<file path="src/rtl/rvfi_retire_fifo_if.sv">
// Retirement capture bus: RVFI record inputs, control strobes and the valid/ready drain port.
// The producer and consumer side uses the master modport; the FIFO uses slave.
interface rvfi_retire_fifo_if #(
    parameter int NRET  = 1,
    parameter int XLEN  = 32,
    parameter int ILEN  = 32,
    parameter int DEPTH = 8
);
    localparam int CW = $clog2(DEPTH + 1);

    logic [NRET-1:0]      rvfi_valid;
    logic [64*NRET-1:0]   rvfi_order;
    logic [ILEN*NRET-1:0] rvfi_insn;
    logic [NRET-1:0]      rvfi_trap;
    logic [XLEN*NRET-1:0] rvfi_pc_rdata;
    logic [XLEN*NRET-1:0] rvfi_pc_wdata;
    logic [5*NRET-1:0]    rvfi_rd_addr;
    logic [XLEN*NRET-1:0] rvfi_rd_wdata;
    logic                 flush;
    logic                 clear_err;
    logic                 out_ready;
    logic                 out_valid;
    logic [63:0]          out_order;
    logic [ILEN-1:0]      out_insn;
    logic                 out_trap;
    logic [XLEN-1:0]      out_pc_rdata;
    logic [XLEN-1:0]      out_pc_wdata;
    logic [4:0]           out_rd_addr;
    logic [XLEN-1:0]      out_rd_wdata;
    logic [CW-1:0]        count;
    logic                 overflow;
    logic                 order_err;

    modport master (
        output rvfi_valid, rvfi_order, rvfi_insn, rvfi_trap, rvfi_pc_rdata, rvfi_pc_wdata,
               rvfi_rd_addr, rvfi_rd_wdata, flush, clear_err, out_ready,
        input  out_valid, out_order, out_insn, out_trap, out_pc_rdata, out_pc_wdata,
               out_rd_addr, out_rd_wdata, count, overflow, order_err
    );

    modport slave (
        input  rvfi_valid, rvfi_order, rvfi_insn, rvfi_trap, rvfi_pc_rdata, rvfi_pc_wdata,
               rvfi_rd_addr, rvfi_rd_wdata, flush, clear_err, out_ready,
        output out_valid, out_order, out_insn, out_trap, out_pc_rdata, out_pc_wdata,
               out_rd_addr, out_rd_wdata, count, overflow, order_err
    );
endinterface

</file>
<file path="src/rtl/rvfi_retire_fifo.sv">
// Capture buffer for RVFI retirement: compacts up to NRET records per cycle into a circular
// buffer, checks rvfi_order continuity, and drains one record per cycle on valid/ready.
module rvfi_retire_fifo #(
    parameter int NRET  = 1,
    parameter int XLEN  = 32,
    parameter int ILEN  = 32,
    parameter int DEPTH = 8
) (
    input  logic               clock,
    input  logic               reset_n,
    rvfi_retire_fifo_if.slave  bus
);
    localparam int PW = $clog2(DEPTH);
    localparam int CW = $clog2(DEPTH + 1);

    typedef struct packed {
        logic [63:0]     order;
        logic [ILEN-1:0] insn;
        logic            trap;
        logic [XLEN-1:0] pc_rdata;
        logic [XLEN-1:0] pc_wdata;
        logic [4:0]      rd_addr;
        logic [XLEN-1:0] rd_wdata;
    } rec_t;

    rec_t          mem [DEPTH];
    logic [PW-1:0] wr_ptr, rd_ptr;
    logic [CW-1:0] count_q;
    logic          overflow_q, order_err_q;
    logic [63:0]   exp_order;

    rec_t          in_rec [NRET];
    logic [PW-1:0] slot   [NRET];
    logic [CW-1:0] v_cnt;
    logic [63:0]   exp_next;
    logic          accept, pop, out_valid, ovf_set, err_set;
    rec_t          head;

    assign out_valid = (count_q != '0);

    always_comb begin
        v_cnt    = '0;
        exp_next = exp_order;
        err_set  = 1'b0;
        for (int k = 0; k < NRET; k++) begin
            in_rec[k].order    = bus.rvfi_order[64*k +: 64];
            in_rec[k].insn     = bus.rvfi_insn[ILEN*k +: ILEN];
            in_rec[k].trap     = bus.rvfi_trap[k];
            in_rec[k].pc_rdata = bus.rvfi_pc_rdata[XLEN*k +: XLEN];
            in_rec[k].pc_wdata = bus.rvfi_pc_wdata[XLEN*k +: XLEN];
            in_rec[k].rd_addr  = bus.rvfi_rd_addr[5*k +: 5];
            in_rec[k].rd_wdata = bus.rvfi_rd_wdata[XLEN*k +: XLEN];
            // Slot = write pointer plus number of lower valid channels (compaction).
            slot[k] = wr_ptr + PW'(v_cnt);
            if (bus.rvfi_valid[k]) begin
                // NOTE: blocking updates here form a ripple through the channels; each
                // channel sees the running expected order left by the channel before it.
                if (bus.rvfi_order[64*k +: 64] != exp_next) err_set = 1'b1;
                exp_next = bus.rvfi_order[64*k +: 64] + 64'd1;
                v_cnt    = v_cnt + CW'(1);
            end
        end
        // Free space is judged on the registered count; a same-cycle pop does not help.
        accept  = (v_cnt <= (CW'(DEPTH) - count_q));
        ovf_set = !accept;
        pop     = out_valid && bus.out_ready;
    end

    // NOTE: the record storage is deliberately not reset; stale slots are never visible
    // because the output fields are masked whenever the buffer is empty.
    always_ff @(posedge clock) begin
        if (accept && !bus.flush) begin
            for (int k = 0; k < NRET; k++) begin
                if (bus.rvfi_valid[k]) mem[slot[k]] <= in_rec[k];
            end
        end
    end

    always_ff @(posedge clock or negedge reset_n) begin
        if (!reset_n) begin
            wr_ptr      <= '0;
            rd_ptr      <= '0;
            count_q     <= '0;
            overflow_q  <= 1'b0;
            order_err_q <= 1'b0;
            exp_order   <= '0;
        end else begin
            exp_order   <= exp_next;
            overflow_q  <= ovf_set | (overflow_q & ~bus.clear_err);
            order_err_q <= err_set | (order_err_q & ~bus.clear_err);
            if (bus.flush) begin
                wr_ptr  <= '0;
                rd_ptr  <= '0;
                count_q <= '0;
            end else begin
                if (accept) wr_ptr <= wr_ptr + PW'(v_cnt);
                if (pop)    rd_ptr <= rd_ptr + PW'(1);
                count_q <= count_q + (accept ? v_cnt : '0) - CW'(pop);
            end
        end
    end

    assign head = out_valid ? mem[rd_ptr] : '0;

    assign bus.out_valid    = out_valid;
    assign bus.out_order    = head.order;
    assign bus.out_insn     = head.insn;
    assign bus.out_trap     = head.trap;
    assign bus.out_pc_rdata = head.pc_rdata;
    assign bus.out_pc_wdata = head.pc_wdata;
    assign bus.out_rd_addr  = head.rd_addr;
    assign bus.out_rd_wdata = head.rd_wdata;
    assign bus.count        = count_q;
    assign bus.overflow     = overflow_q;
    assign bus.order_err    = order_err_q;
endmodule

</file>
<file path="src/flat_wrapper.sv">
// flat-port wrapper written by rule: the top's interface ports become plain ports
module rvfi_retire_fifo_flat 
#(
    parameter int NRET  = 1,
    parameter int XLEN  = 32,
    parameter int ILEN  = 32,
    parameter int DEPTH = 8
)
  (clock, reset_n, bus_rvfi_valid, bus_rvfi_order, bus_rvfi_insn, bus_rvfi_trap, bus_rvfi_pc_rdata, bus_rvfi_pc_wdata, bus_rvfi_rd_addr, bus_rvfi_rd_wdata, bus_flush, bus_clear_err, bus_out_ready, bus_out_valid, bus_out_order, bus_out_insn, bus_out_trap, bus_out_pc_rdata, bus_out_pc_wdata, bus_out_rd_addr, bus_out_rd_wdata, bus_count, bus_overflow, bus_order_err);
  rvfi_retire_fifo_if #(.NRET(NRET), .XLEN(XLEN), .ILEN(ILEN), .DEPTH(DEPTH)) bus_i ();
  input  logic clock;
  input  logic reset_n;
  input wire logic [$bits(bus_i.rvfi_valid)-1:0] bus_rvfi_valid;
  input wire logic [$bits(bus_i.rvfi_order)-1:0] bus_rvfi_order;
  input wire logic [$bits(bus_i.rvfi_insn)-1:0] bus_rvfi_insn;
  input wire logic [$bits(bus_i.rvfi_trap)-1:0] bus_rvfi_trap;
  input wire logic [$bits(bus_i.rvfi_pc_rdata)-1:0] bus_rvfi_pc_rdata;
  input wire logic [$bits(bus_i.rvfi_pc_wdata)-1:0] bus_rvfi_pc_wdata;
  input wire logic [$bits(bus_i.rvfi_rd_addr)-1:0] bus_rvfi_rd_addr;
  input wire logic [$bits(bus_i.rvfi_rd_wdata)-1:0] bus_rvfi_rd_wdata;
  input wire logic [$bits(bus_i.flush)-1:0] bus_flush;
  input wire logic [$bits(bus_i.clear_err)-1:0] bus_clear_err;
  input wire logic [$bits(bus_i.out_ready)-1:0] bus_out_ready;
  output wire logic [$bits(bus_i.out_valid)-1:0] bus_out_valid;
  output wire logic [$bits(bus_i.out_order)-1:0] bus_out_order;
  output wire logic [$bits(bus_i.out_insn)-1:0] bus_out_insn;
  output wire logic [$bits(bus_i.out_trap)-1:0] bus_out_trap;
  output wire logic [$bits(bus_i.out_pc_rdata)-1:0] bus_out_pc_rdata;
  output wire logic [$bits(bus_i.out_pc_wdata)-1:0] bus_out_pc_wdata;
  output wire logic [$bits(bus_i.out_rd_addr)-1:0] bus_out_rd_addr;
  output wire logic [$bits(bus_i.out_rd_wdata)-1:0] bus_out_rd_wdata;
  output wire logic [$bits(bus_i.count)-1:0] bus_count;
  output wire logic [$bits(bus_i.overflow)-1:0] bus_overflow;
  output wire logic [$bits(bus_i.order_err)-1:0] bus_order_err;
  assign bus_i.rvfi_valid = bus_rvfi_valid;
  assign bus_i.rvfi_order = bus_rvfi_order;
  assign bus_i.rvfi_insn = bus_rvfi_insn;
  assign bus_i.rvfi_trap = bus_rvfi_trap;
  assign bus_i.rvfi_pc_rdata = bus_rvfi_pc_rdata;
  assign bus_i.rvfi_pc_wdata = bus_rvfi_pc_wdata;
  assign bus_i.rvfi_rd_addr = bus_rvfi_rd_addr;
  assign bus_i.rvfi_rd_wdata = bus_rvfi_rd_wdata;
  assign bus_i.flush = bus_flush;
  assign bus_i.clear_err = bus_clear_err;
  assign bus_i.out_ready = bus_out_ready;
  assign bus_out_valid = bus_i.out_valid;
  assign bus_out_order = bus_i.out_order;
  assign bus_out_insn = bus_i.out_insn;
  assign bus_out_trap = bus_i.out_trap;
  assign bus_out_pc_rdata = bus_i.out_pc_rdata;
  assign bus_out_pc_wdata = bus_i.out_pc_wdata;
  assign bus_out_rd_addr = bus_i.out_rd_addr;
  assign bus_out_rd_wdata = bus_i.out_rd_wdata;
  assign bus_count = bus_i.count;
  assign bus_overflow = bus_i.overflow;
  assign bus_order_err = bus_i.order_err;
  rvfi_retire_fifo #(.NRET(NRET), .XLEN(XLEN), .ILEN(ILEN), .DEPTH(DEPTH)) u_core (.clock(clock), .reset_n(reset_n), .bus(bus_i));
endmodule
</file>
<file path="config.mk">
export PLATFORM = sky130hd
export DESIGN_NAME = rvfi_retire_fifo_flat
export DESIGN_NICKNAME = d
export VERILOG_FILES = /design/src/rtl/rvfi_retire_fifo_if.sv /design/src/rtl/rvfi_retire_fifo.sv /design/src/flat_wrapper.sv
export SDC_FILE = /design/constraint.sdc
export NUM_CORES = 2
export LEC_CHECK = 0
export ABC_AREA = 1
export CAP_MARGIN = 40
export CORE_ASPECT_RATIO = 1.5
export CORE_MARGIN = 2
export CORE_UTILIZATION = 61
export CTS_BUF_LIST = sky130_fd_sc_hd__clkbuf_4
export DETAILED_ROUTE_END_ITERATION = 12
export MAX_ROUTING_LAYER = met4
export PLACE_DENSITY = 0.8
export SKIP_LAST_GASP = 1
export SYNTH_ARGS = -nofsm -noshare
export SYNTH_HDL_FRONTEND = slang
export SYNTH_SLANG_ARGS = --single-unit
</file>
<file path="constraint.sdc">
create_clock -name clock -period 33.6 [get_ports clock]
set_input_delay 6.72 -clock clock [delete_from_list [all_inputs] [get_ports clock]]
set_output_delay 6.72 -clock clock [all_outputs]
set_load 0.01 [all_outputs]
</file>
* After elaboration in Yosys (flattened, before gate mapping)
Memories as Yosys holds them, arrays and structs flattened. Cells that the tools add are included.
Word-level totals: bits in writable memories 1584, word-level logic and storage cells 40, output and inout bits 205, flip-flop bits (word level) 76, memories kept 1
Cells by class: add/sub/neg operators 6, equal/unequal tests 1, bitwise logic cells 5, mux-type cells 13, $lt $le $gt $ge 1, reduce and logical (&&, ||, !) cells 7
Memories:
- u_core.mem | words 8, width 198, rd ports 1, clocked after Yosys merged registers in 0, write ports 1, line rvfi_retire_fifo.sv:26 | rec_t mem [DEPTH];
Operators by type and width (count):
- two-way mux 198 bit | 1
- adder 64 x 1 -> 64 bit, second input constant | 1
- != test 64 bit | 1
- two-way mux 3 bit | 4
- two-way mux 4 bit | 2
- two-way mux 1 bit | 6
- adder 4 bit | 1
- less-or-equal comparator 1 x 4 -> 1 bit | 1
- nonzero test 2 bit | 2
- nonzero test 4 bit | 1
- subtractor 4 x 1 -> 4 bit | 1
- subtractor 4 bit, first input constant | 1
- adder 3 x 1 -> 3 bit, second input constant | 1
- adder 3 bit | 1
- bitwise AND 1 bit | 2
- logical AND 1 bit | 2
- zero test 1 bit | 2
- OR 1 bit | 2
- NOT 1 bit | 1

* Longest topological paths before layout
depth in word-level cells 6, depth in mapped cells 14, gate-level depth less buffers 13

* Worst setup path after synthesis
No wires, ideal clock.
kind input -> register, start point input bus_rvfi_valid, end point memory u_core.mem[6][0] in the netlist's numbering, enable pin, buffers on the path 3, path slack 11063 ps, data required time 32599 ps, stages 9, setup time 1001 ps, arrival 21536 ps, cell sequence clkbuf_1 -> inv_1 -> clkbuf_1 -> clkbuf_1 -> ha_1 -> nor3_1 -> a31oi_1 -> nand2_1 -> nor3_1
On the way: word-level cells in the longest chain between the ends 5, elaborated cells on any way between the ends 6, classes of those cells order compare: 1; mux: 4; reduce/logical: 1
Ends and longest elaborated chain:
- start: declaration | line flat_wrapper.sv:13 | input wire logic [$bits(bus_i.rvfi_valid)-1:0] bus_rvfi_valid;
- two-way mux 1 bit | line rvfi_retire_fifo.sv:55, rvfi_retire_fifo.sv:74
- less-or-equal comparator 1 x 4 -> 1 bit | line rvfi_retire_fifo.sv:64 | accept = (v_cnt <= (CW'(DEPTH) - count_q));
- logical AND 1 bit | line rvfi_retire_fifo.sv:72 | if (accept && !bus.flush) begin
- two-way mux 1 bit (*) | line rvfi_retire_fifo.sv:72
- two-way mux 1 bit (implied by the code) (*) | line rvfi_retire_fifo.sv:74 | if (bus.rvfi_valid[k]) mem[slot[k]] <= in_rec[k];
- end: declaration | line rvfi_retire_fifo.sv:26
Mark *: on every way between the ends. The rest lies on a longest branch, timed or not.

* Worst setup path in the final report
start point register u_core.rd_ptr[0], end point output bus_out_order[28]
On the way: word-level cells in the longest chain between the ends 2
Ends and longest elaborated chain:
- start: declaration | line rvfi_retire_fifo.sv:27 | logic [PW-1:0] wr_ptr, rd_ptr;
- start signal: assignment | line rvfi_retire_fifo.sv:97 | if (pop) rd_ptr <= rd_ptr + PW'(1);
- memory read (8 x 198 bit)
- two-way mux 198 bit | line rvfi_retire_fifo.sv:103 | assign head = out_valid ? mem[rd_ptr] : '0;
- end: declaration | line flat_wrapper.sv:25 | output wire logic [$bits(bus_i.out_order)-1:0] bus_out_order;
Every way passes these cells.

==> summary.md <==
| Metric | Value |
|---|---|
| Final wirelength | `169,000 um` |
| Hold_sp | `u_core.bus.overflow$_DFF_PN0_` |
| Gpl congestion | `0.928` |
| Crit path time final | `13.63 ns` |
| Synth Cell Area | `67,900 um2` |
| Outcome | `complete, no violations` |
| Gr ovfl total | `0` |
| Die W | `276 um` |
| Fin Setup TNS | `0 ns` |
| Tightest Pin Transition | `1.32 ns` |
| Synth Instances | `5,570` |
| Area growth syn-to-layout | `14.9%` |
| Max Fclk | `73.4 MHz` |
| Synthesized Nets | `5,787` |
| # hold bufs at CTS | `0` |
| Post-CTS sizing | `0` |
| Storage element area | `49,500 um2` |
| Hold WC Path Type | `reg -> reg` |
| H-tree depth | `5` |
| Avg Cell Area, Syn | `12.2 um2` |
| I/O pin count | `409` |
| Area share of fa/ha/maj cells after synthesis | `0.251%` |
| Synth unique cells | `32` |
| Post-route DRC | `0` |
| Final slew viol count | `0` |
| Pre-antenna DRT Iters | `6` |
| Max IR drop VDD | `0.0901 mV` |
| Crit-path slowest cell | `dfrtp_4` |
| Fin nets | `6,313` |
| Share of layout cells above drive strength 1 | `10.6%` |
| Multi-input logic area | `16,100 um2` |
| Clock sinks | `1,660` |
| XOR/XNOR Fraction of Synth Area | `0.439%` |
| Synth Area in Compound Gates | `10.1%` |
| Max Cap Viol | `0` |
| Bufs and invs on worst path | `10` |
| CTS tree | `yes` |
| Depth of the most critical reg-to-reg path | `13` |
| Worst-path clk slew | `0.07 ns` |
| CP startpoint kind | `register` |
| Rows | `149` |
| CP Max Fanout | `156` |
| Root Driver | `clkbuf_4` |
| Min-Delay Endpoint | `u_core.bus.overflow$_DFF_PN0_` |
| Worst Skew | `0.0521 ns` |
| Post-synthesis register bit count | `1,660` |
| Yosys warns | `0` |
| Max-slew headroom | `12.0%` |
| Delay-heaviest family, CP | `buffers and inverters` |
| Per-cell routed wire length | `21.5 um` |
| Initial Util | `61.6%` |
| Final period utilization | `40.6%` |
| Post-synthesis sequential area ratio | `72.9%` |
| Iteration-0 DRC count of the detailed router | `4,960` |
| DIE AREA | `114,000 um2` |
| RSZ-0062 raised after global routing | `false` |
| Final Setup Violations | `0` |
| Vias in the first global route | `47,100` |
| Setup CP Type | `reg -> out` |
| Critical path required time | `26.88 ns` |
| Antenna-violating nets left | `0` |
| Largest net degree at the start of global routing | `253` |
| Simple-gate share of the synthesized area | `12.9%` |
| Post-synthesis mux area share | `0%` |
| Clock Latency Late Sink | `1.26 ns` |
| Die H | `412 um` |
| Number of port buffers | `408` |
| Final Total Pwr | `0.00542 W` |
| Hold path depth | `2` |
| Reg2reg setup slack | `29.22 ns` |
| WP data arrival | `6.91 ns` |
| Ys async rst share | `4.58%` |
| Hold Vio Cnt, Final | `0` |
| Clk buf depth | `4` |
| Filler Cells Inserted | `7,297` |
| Post-synth EDFFs | `1,584` |
| R2R Path End | `u_core.mem[7][117]$_DFFE_PP_` |
| Inserted Clock Buffers | `381` |
| CP max stage delay | `0.79 ns` |
| Core Region | `110,000 um2` |
| Critical-path cell list | `inv_8 > buf_16 > buf_4 > buf_16 > buf_4 > buf_16 > buf_4 > buf_16 > buf_4 > nor2_1 > o32ai_1 > o21ai_1 > nor2_1 > clkdlybuf4s50_1` |
| Worst setup slack after layout | `19.97 ns` |
| Main combinational cell family by area after synthesis | `simple AND/OR/NAND/NOR gates` |
| Dpl ws | `21.34 ns` |
| Main flop type after synthesis | `edfxtp_1` |
| LEAKAGE | `26.9 nW` |
| Number of vias per cell | `6.01` |
| Worst r2r src | `u_core.bus.count[1]$_DFF_PN0_` |
| Initial antenna violation count | `23` |
| Global-route wire length before repair | `257,000 um` |
| GRT Overall Usage | `30.2%` |
| PD cells | `69.6 nW/um2` |
| Hold WS | `0.503 ns` |
| Endpoint class of the critical path | `primary output` |
| Post-CTS Setup Bufs | `0` |
| Via Count | `47,200` |
| DP Wirelength | `94,500 um` |
[per-layer routing]
| metal | vias to the layer above | GRT usage, % | wire length (um) |
|---|---|---|---|
| met2 | 2460 | 50.2 | 85700 |
| li1 | 21400 | - | - |
| met5 | - | - | 0 |
| met4 | 0 | 15.3 | 6700 |
| met3 | 413 | 6.66 | 15200 |
| met1 | 22900 | 34.7 | 61100 |
[worst max path at each step]
stage / end / start / cells past startpoint / slack, ns
2_1_floorplan: u_core.mem[6][0]$_DFFE_PP_ / bus_rvfi_valid / 9 / 11.06
4_1_cts: bus_out_order[28] / u_core.rd_ptr[0]$_DFFE_PN0P_ / 14 / 19.89
3_3_place_gp: bus_out_order[25] / u_core.rd_ptr[0]$_DFFE_PN0P_ / 10 / 20.45
3_5_place_dp: bus_out_order[28] / u_core.rd_ptr[0]$_DFFE_PN0P_ / 14 / 21.34
5_1_grt: bus_out_order[3] / u_core.rd_ptr[0]$_DFFE_PN0P_ / 14 / 19.58
6_report: bus_out_order[28] / u_core.rd_ptr[0]$_DFFE_PN0P_ / 14 / 19.97
[worst reg2reg max path, stage by stage, from the launching register on]
cell     delay (ns)
dfrtp_1        0.41
inv_1          0.17
ha_1           0.26
xnor2_1        0.13
inv_1          0.07
a31oi_1        0.26
nand2_1        0.32
nor3_2         0.22
buf_4          0.32
buf_16         0.31
buf_4          0.52
buf_16         0.28
buf_4          0.43
buf_16         0.30
[stage by stage]
stage          utilization [%]  cells  area (um2)
2_1_floorplan                -   5570       67900
3_3_place_gp              65.9   7124       72700
3_5_place_dp              66.5   7147       73300
4_1_cts                   70.7   7814       77800
5_1_grt                   70.7   7844       77900
6_report                  70.7   7848       77900
[sequential cells by signal, indices dropped and copies added (netlist names)]
| signal | cells |
|---|---|
| u_core.wr_ptr | 3 |
| u_core.mem | 1584 |
| u_core.rd_ptr | 3 |
| u_core.bus.order_err | 1 |
| u_core.bus.count | 4 |
| u_core.exp_order | 64 |
| u_core.bus.overflow | 1 |
[Yosys cell counts (21+ instances only)]
| cell | count | area share [%] |
|---|---|---|
| buf_2 | 94 | 0.69 |
| buf_4 | 21 | 0.23 |
| buf_6 | 24 | 0.40 |
| clkbuf_1 | 188 | 1.0 |
| dfrtp_1 | 76 | 2.8 |
| edfxtp_1 | 1584 | 70 |
| inv_1 | 162 | 0.90 |
| nand2_1 | 425 | 2.4 |
| nand3_1 | 72 | 0.53 |
| nor2_1 | 1744 | 9.6 |
| o21ai_0 | 544 | 4.0 |
| o21ai_1 | 104 | 0.77 |
| o32ai_1 | 396 | 5.1 |
| xor2_1 | 29 | 0.37 |
[layout by cell type, fill, tap and decap left out, drive strengths merged]
cell type      count
fa                 1
and2               2
o21bai             1
nand3             72
a21oi             12
nand3b             2
inv              169
edfxtp          1584
clkinv           117
xnor2              5
o22ai              2
o21ai            648
a22oi              5
clkdlybuf4s50    406
buf               81
a31oi              3
nand4             16
xor2              29
nor3              20
dfrtp             76
clkinvlp           1
nand2            426
o32ai            396
ha                12
clkbuf           545
nor2            1749
diode             34
[logic make-up after synthesis]
| family | Yosys count |
|---|---|
| simple gates | 2287 |
| flops | 1660 |
| compound gates | 1067 |
| buf+inv | 509 |
| xor+xnor | 34 |
| fa+ha+maj | 13 |
[layout make-up]
| cell class | count | share of cell area, % |
|---|---|---|
| clock buffers | 545 | 5.25 |
| flip-flops and latches | 1660 | 63.5 |
| clock inverters | 122 | 0.631 |
| multi-input cells | 3401 | 20.7 |
| inverters | 165 | 0.814 |
| well taps | 1434 | 2.30 |
| repair buffers | 487 | 6.70 |
| diodes | 34 | 0.109 |
[where the power goes]
group	internal (W)	leakage (nW)	switching, W	total, W
sequential	0.00238	15.2	0.0000420	0.00242
combinational	0.000592	8.90	0.000909	0.00150
clock	0.000747	2.76	0.000753	0.00150
No activity file was read; power rests on OpenSTA's default activity.
